===== config.mk =====
export PLATFORM = sky130hd
export DESIGN_NAME = mem_access_unit
export DESIGN_NICKNAME = d
export VERILOG_FILES = /design/src/rtl/mem_access_pkg.sv /design/src/rtl/byte_lane_merge.sv /design/src/rtl/mem_access_unit.sv
export SDC_FILE = /design/constraint.sdc
export NUM_CORES = 1
export LEC_CHECK = 0
export BUFFER_PORTS_ARGS = -buffer_cell sky130_fd_sc_hd__buf_4
export CELL_PAD_IN_SITES_DETAIL_PLACEMENT = 1
export CELL_PAD_IN_SITES_GLOBAL_PLACEMENT = 1
export CORE_MARGIN = 2
export CORE_UTILIZATION = 35
export CTS_BUF_LIST = sky130_fd_sc_hd__clkbuf_8
export CTS_CLUSTER_DIAMETER = 50
export CTS_CLUSTER_SIZE = 20
export DETAILED_ROUTE_END_ITERATION = 8
export MAX_ROUTING_LAYER = met4
export PLACE_DENSITY_LB_ADDON = 0.1
export SLEW_MARGIN = 20
export SYNTH_ARGS = -nofsm -noshare
export SYNTH_HDL_FRONTEND = slang
export SYNTH_HIERARCHICAL = 1
export SYNTH_SLANG_ARGS = --single-unit

===== constraint.sdc =====
create_clock -name Clk -period 3.7 [get_ports Clk]
set_clock_uncertainty 0.15 [all_clocks]
set_input_delay 0.185 -clock Clk [delete_from_list [all_inputs] [get_ports Clk]]
set_output_delay 0.185 -clock Clk [all_outputs]
set_load 0.1 [all_outputs]

===== src/rtl/mem_access_pkg.sv =====
// Package: mem_access_pkg
// Access-size encodings, FSM state type and address helper shared by the load/store unit.
package mem_access_pkg;

    localparam logic [1:0] SIZE_BYTE = 2'b00;
    localparam logic [1:0] SIZE_HALF = 2'b01;
    localparam logic [1:0] SIZE_WORD = 2'b10;
    localparam logic [1:0] SIZE_RSVD = 2'b11;

    typedef enum logic [2:0] {
        StIdle = 3'd0,
        StRd   = 3'd1,
        StWait = 3'd2,
        StWr   = 3'd3,
        StResp = 3'd4,
        StErr  = 3'd5
    } state_e;

    // Word-aligned form of a byte address.
    function automatic logic [31:0] word_align(input logic [31:0] addr);
        return {addr[31:2], 2'b00};
    endfunction

endpackage


===== src/rtl/byte_lane_merge.sv =====
// Module: byte_lane_merge
// Little-endian lane handling: load extract with sign/zero extension and
// store merge of a byte/half lane into a full memory word.
module byte_lane_merge
    import mem_access_pkg::*;
(
    input  logic [31:0] word_i,
    input  logic [31:0] data_i,
    input  logic [1:0]  offset_i,
    input  logic [1:0]  size_i,
    input  logic        signed_i,
    output logic [31:0] load_o,
    output logic [31:0] merged_o
);

    logic [4:0]  byte_pos;
    logic [4:0]  half_pos;
    logic [7:0]  byte_sel;
    logic [15:0] half_sel;

    assign byte_pos = {offset_i, 3'b000};
    assign half_pos = {offset_i[1], 4'b0000};
    assign byte_sel = word_i[byte_pos +: 8];
    assign half_sel = word_i[half_pos +: 16];

    // Load result: selected lane, extended to 32 bits
    always_comb begin
        load_o = word_i;
        case (size_i)
            SIZE_BYTE: load_o = {{24{signed_i & byte_sel[7]}}, byte_sel};
            SIZE_HALF: load_o = {{16{signed_i & half_sel[15]}}, half_sel};
            default:   load_o = word_i;
        endcase
    end

    // Store word: replace only the addressed lane; a word store passes data through
    always_comb begin
        merged_o = word_i;
        case (size_i)
            SIZE_BYTE: merged_o[byte_pos +: 8]  = data_i[7:0];
            SIZE_HALF: merged_o[half_pos +: 16] = data_i[15:0];
            SIZE_WORD: merged_o                 = data_i;
            default:   merged_o                 = word_i;
        endcase
    end

endmodule


===== src/rtl/mem_access_unit.sv =====
// Module: mem_access_unit
// Load/store initiator for a word-organised data memory with a one-cycle read.
// Sub-word stores are done as read-modify-write. Optional build macro
// MISALIGN_TRAP_EN turns misaligned half/word accesses into error responses;
// without it the offending low address bits are cleared.
module mem_access_unit
    import mem_access_pkg::*;
#(
    parameter logic [31:0] ADDR_LIMIT = 32'h0000_1000,
    parameter int unsigned MEM_RD_LAT = 1
) (
    input  logic        Clk,
    input  logic        Reset_n,
    input  logic        ReqValid,
    output logic        ReqReady,
    input  logic        ReqWrite,
    input  logic [1:0]  ReqSize,
    input  logic        ReqSigned,
    input  logic [31:0] ReqAddr,
    input  logic [31:0] ReqWData,
    output logic        RspValid,
    output logic [31:0] RspData,
    output logic        RspErr,
    output logic [31:0] MemAddress,
    output logic [31:0] MemWriteData,
    output logic        MemWrite,
    output logic        MemRead,
    input  logic [31:0] MemReadData
);

    // The WAIT state assumes read data arrives exactly one cycle after MemRead.
    if (MEM_RD_LAT != 1) begin : g_rd_lat_check
        $error("mem_access_unit: only MEM_RD_LAT = 1 is supported");
    end

    state_e      state_q, state_d;
    logic        write_q;
    logic [1:0]  size_q;
    logic        signed_q;
    logic [31:0] addr_q;
    logic [31:0] wdata_q;
    logic [31:0] word_q;

    logic        req_fire;
    logic        req_err;
    logic        misalign;
    logic [31:0] req_addr;
    logic [31:0] load_data;
    logic [31:0] merged_data;

    // Misaligned half/word: either flag it or silently align the address
    always_comb begin
        req_addr = ReqAddr;
        misalign = 1'b0;
`ifdef MISALIGN_TRAP_EN
        if (ReqSize == SIZE_HALF) begin
            misalign = ReqAddr[0];
        end else if (ReqSize == SIZE_WORD) begin
            misalign = |ReqAddr[1:0];
        end
`else
        if (ReqSize == SIZE_HALF) begin
            req_addr[0] = 1'b0;
        end else if (ReqSize == SIZE_WORD) begin
            req_addr[1:0] = 2'b00;
        end
`endif
    end

    assign req_fire = ReqValid && (state_q == StIdle);
    // Range check uses the address as presented, before any alignment
    assign req_err  = (ReqSize == SIZE_RSVD) || (ReqAddr >= ADDR_LIMIT) || misalign;

    // Next-state decode
    always_comb begin
        state_d = state_q;
        case (state_q)
            StIdle: begin
                if (ReqValid) begin
                    if (req_err) begin
                        state_d = StErr;
                    end else if (ReqWrite && (ReqSize == SIZE_WORD)) begin
                        state_d = StWr;
                    end else begin
                        state_d = StRd;
                    end
                end
            end
            StRd:    state_d = StWait;
            StWait:  state_d = write_q ? StWr : StResp;
            StWr:    state_d = StResp;
            StResp:  state_d = StIdle;
            StErr:   state_d = StIdle;
            default: state_d = StIdle;
        endcase
    end

    // State register; reset aborts any in-flight access immediately
    always_ff @(posedge Clk or negedge Reset_n) begin
        if (!Reset_n) begin
            state_q <= StIdle;
        end else begin
            state_q <= state_d;
        end
    end

    // Request capture at accept and read-data capture in WAIT
    always_ff @(posedge Clk or negedge Reset_n) begin
        if (!Reset_n) begin
            write_q  <= 1'b0;
            size_q   <= SIZE_BYTE;
            signed_q <= 1'b0;
            addr_q   <= '0;
            wdata_q  <= '0;
            word_q   <= '0;
        end else begin
            if (req_fire) begin
                write_q  <= ReqWrite;
                size_q   <= ReqSize;
                signed_q <= ReqSigned;
                addr_q   <= req_addr;
                wdata_q  <= ReqWData;
            end
            if (state_q == StWait) begin
                word_q <= MemReadData;
            end
        end
    end

    byte_lane_merge u_lane (
        .word_i   (word_q),
        .data_i   (wdata_q),
        .offset_i (addr_q[1:0]),
        .size_i   (size_q),
        .signed_i (signed_q),
        .load_o   (load_data),
        .merged_o (merged_data)
    );

    // Outputs decoded from state; everything idles at zero
    always_comb begin
        ReqReady     = Reset_n && (state_q == StIdle);
        RspValid     = 1'b0;
        RspErr       = 1'b0;
        RspData      = '0;
        MemAddress   = '0;
        MemWriteData = '0;
        MemWrite     = 1'b0;
        MemRead      = 1'b0;
        case (state_q)
            StRd: begin
                MemRead    = 1'b1;
                MemAddress = word_align(addr_q);
            end
            StWr: begin
                MemWrite     = 1'b1;
                MemAddress   = word_align(addr_q);
                MemWriteData = merged_data;
            end
            StResp: begin
                RspValid = 1'b1;
                RspData  = write_q ? 32'h0 : load_data;
            end
            StErr: begin
                RspValid = 1'b1;
                RspErr   = 1'b1;
            end
            default: ;
        endcase
    end

endmodule

==> flow_summary_export.csv <==
group,metric,value,unit
run_status,status,"finished, final reports clean",
power_and_ir_drop,pwr-share-clk,8.8,%
power_and_ir_drop,cellPowerDensity,928,nW/um2
clock_network,cts_max_path_buffers,2,
clock_network,cts_root_buf,"clkbuf_8",
power_and_ir_drop,power_leakage,4.54,nW
synthesis,yosysMostFrequentCell,"dfrtp_1",
sta,max_freq,283,MHz
hold_path,min_from,"ReqValid",
die,io_pins,204,
synthesis,synth.top_cell.area_share,37.5,%
die,die_area,20800,um2
sta,post-route-min-period,3530,ps
grt,grt_overflow,0,
hold_path,min_to,"state_q[1]",
hold_path,hold_path.class,"input port to register",
power_and_ir_drop,p_int,4.28,mW
critical_path,crit_family,"compound AO/OA/AOI/OAI gates",
grt,grt_pass1_wl,39.4,mm
cells_and_area,drive_above_1_share,38.3,%
critical_path,arrival,3200,ps
sta,worstMarginPinSlew,1070,ps
critical_path,cp-end-kind,"output pin",
die,dieHeight,144,um
critical_path,crit_required,3370,ps
synthesis,synthTopCellsByArea,"dfrtp_1 (37%), mux2_4 (11%), mux2_2 (8.5%)",
critical_path,crit_buf_inv,1,
synthesis,synth_area,6880,um2
critical_path,max_stage_delay,790,ps
critical_path,rrSetupSlack,1270,ps
synthesis,async_flop_share,100,%
die,start_util,35.4,%
cells_and_area,post-route-util,50.2,%
critical_path,path_cells,"or2_2 > o22ai_1 > a221o_1 > and3_1 > buf_4",
sta,setup_viol,0,
route,met1_length,11.0,mm
clock_network,cts.sinks,103,
route,wire_per_inst,22.0,um
clock_network,h-tree-depth,3,
power_and_ir_drop,swShare,52.6,%
synthesis,synth_common_cells,"dfrtp_1 (103), and2_1 (62), mux2_2 (52)",
power_and_ir_drop,peakVddDrop,443,uV
power_and_ir_drop,comb_power_share,61.4,%
hold_path,hold_depth,4,
synthesis,synthCells,631,
sta,timing.final.crit_share,95.4,%
synthesis,synth_cell_types,58,
critical_path,cp-start-kind,"register",
cells_and_area,fin_cells,1170,
die,coreArea,19400,um2
route,highest_layer,"met4",
synthesis,synthFlopType,"dfrtp_1",
grt,grt_util_all_layers,25.7,%
route,drt_wl_total,25.7,mm
synthesis,ys_seq_area_share,37.5,%
grt,grt_pass1_vias,6790,
place,dp_hpwl,17.6,mm
place,place_area,8500,um2
grt,grt_antenna_before_repair,0,
critical_path,path_max_fanout,30,
cells_and_area,num-nets-final,1008,
route,via_per_inst,5.31,
synthesis,synth_edf_count,0,
synthesis,synth_top_area_cell,"dfrtp_1",
die,num_rows,51,
route,vias,6217,
route,wl_met2,12.8,mm
cells_and_area,diodes,0,
critical_path,crit_slowest_cell,"dfrtp_1",
place,place_congestion,0.909,
sta,slew_headroom,28.8,%
clock_network,clk_latency,400,ps
place,io_buffers,201,
clock_network,cts_tree,"yes",
critical_path,r2r_end,"addr_q[0]",
cells_and_area,multi_input_area,3920,um2
sta,grt_setup_unrepaired,"no",
grt,grt_max_degree,64,
sta,finalHoldViolCount,0,
cells_and_area,regArea,2580,um2
critical_path,critical_path_class,"register to output pin",
clock_network,clkTransAtPathRegs,110,ps
sta,setup_tns,0,ps
sta,finalMaxSlewViolations,0,
power_and_ir_drop,p_sw,4.76,mW
route,dr_wl_met3,1.51,mm
route,drt_iter0_markers,266,
critical_path,r2r_start,"state_q[1]",
cells_and_area,fin_area,9740,um2
die,die_w,144,um
run,maxCapViolCount,0,
route,firstDrtPassIters,4,
synthesis,yosys_warnings,6,
clock_network,cts_made_buffers,9,
critical_path,r2r_cells,5,
cells_and_area,final.fill_count,2180,
place,dp_cells,1052,
cells_and_area,area_delta_synth_final,41.6,%
route,ant_nets,0,
route,drc,0,
synthesis,syn_avg_cell_area,10.9,um2
synthesis,ys_ff_latch,103,
power_and_ir_drop,sequentialPowerShare,29.8,%
## worst max-delay path by stage
stage / from / end / slack (ps) / depth (start not counted)
floorplan: state_q[1] / MemRead / 480 / 3
global placement: size_q[0] / MemWriteData[17] / 860 / 5
detailed placement: size_q[0] / MemWriteData[21] / 710 / 5
CTS: size_q[0] / MemWriteData[21] / 260 / 5
global route: size_q[0] / MemWriteData[21] / 100 / 5
finish: size_q[0] / MemWriteData[21] / 170 / 5
## final cells by class
type	count	area share (%)
tap	265	3.40
timing repair buffer	317	27.2
sequential	103	26.5
clock inverter	7	1.00
multi-input combinational	459	40.3
clock buffer	9	1.27
inverter	10	0.385
## tightest hold or removal path, stage by stage
cell,delay (ps)
buf_4,110
nor2b_1,140
nand4_1,90
o21ai_0,80
## through the flow
stage                     worst slack, ps  hold slack (ps)  total power, mW
after floorplan                       477             -261             6.72
after global placement                862             38.1             7.99
after detailed placement              708             51.1             8.12
after CTS                             256             72.5             9.04
after global routing                 98.2              120             9.54
final                                 170             90.2             9.04
## logic make-up (layout without fill, tap and decap cells)
group,Yosys count,after routing,share of synthesized area (%)
mux,131,131,23.7
compound gates,132,132,15.2
flops,103,103,37.5
other cells,1,2,0.0545
fa+ha+maj,5,5,0.910
simple gates,189,189,16.7
buf+inv,70,343,5.90
## power by group through the flow
stage                     registers (mW)  logic, mW  clock network (mW)
after floorplan                     2.09       4.63                   0
after global placement              2.67       5.32                   0
after detailed placement            2.69       5.43                   0
after CTS                           2.68       5.53               0.824
after global routing                2.77       5.90               0.870
final                               2.69       5.55               0.800
## cell usage in the layout (no fill, tap or decap), drive strengths merged, types with 2 or more instances in the layout
cell | netlist | layout
nor2b | 18 | 18
nor4 | 6 | 6
a21oi | 34 | 34
nor4b | 2 | 2
dfrtp | 103 | 103
dlygate4sd3 | 0 | 102
o211ai | 2 | 2
a22o | 8 | 8
a221oi | 2 | 2
nor4bb | 3 | 3
a22oi | 15 | 15
o21ai | 7 | 7
nand4 | 3 | 3
a221o | 28 | 28
nor2 | 10 | 10
nor3b | 3 | 3
nor3 | 6 | 6
ha | 5 | 5
inv | 9 | 12
o221ai | 17 | 17
and2 | 62 | 62
a32oi | 7 | 7
and3 | 38 | 38
and3b | 4 | 4
mux2i | 24 | 24
clkinv | 1 | 4
nand2 | 26 | 26
buf | 34 | 215
nand2b | 3 | 3
conb | 1 | 2
a41oi | 2 | 2
clkbuf | 26 | 9
mux2 | 107 | 107
## registers in the layout (all words and copies together), names as in the netlist
name,count
addr_q,32
wdata_q,32
word_q,32
state_q,3
size_q,2
signed_q,1
write_q,1
## routing by layer
| metal | vias to the layer above | track usage, % |
|---|---|---|
| li1 | 2883 | - |
| met1 | 3076 | 31.4 |
| met2 | 223 | 43.5 |
| met3 | 35 | 4.83 |
| met4 | 0 | 7.92 |
| met5 | - | - |
## what timing repair did
item | CTS | global route
endpoints found under the hold margin | 141 | 0
gates resized for setup | 0 | 0
hold buffers | 102 | 0
setup buffers | 0 | 0
Note: power is estimated with default switching activity, not from simulation.
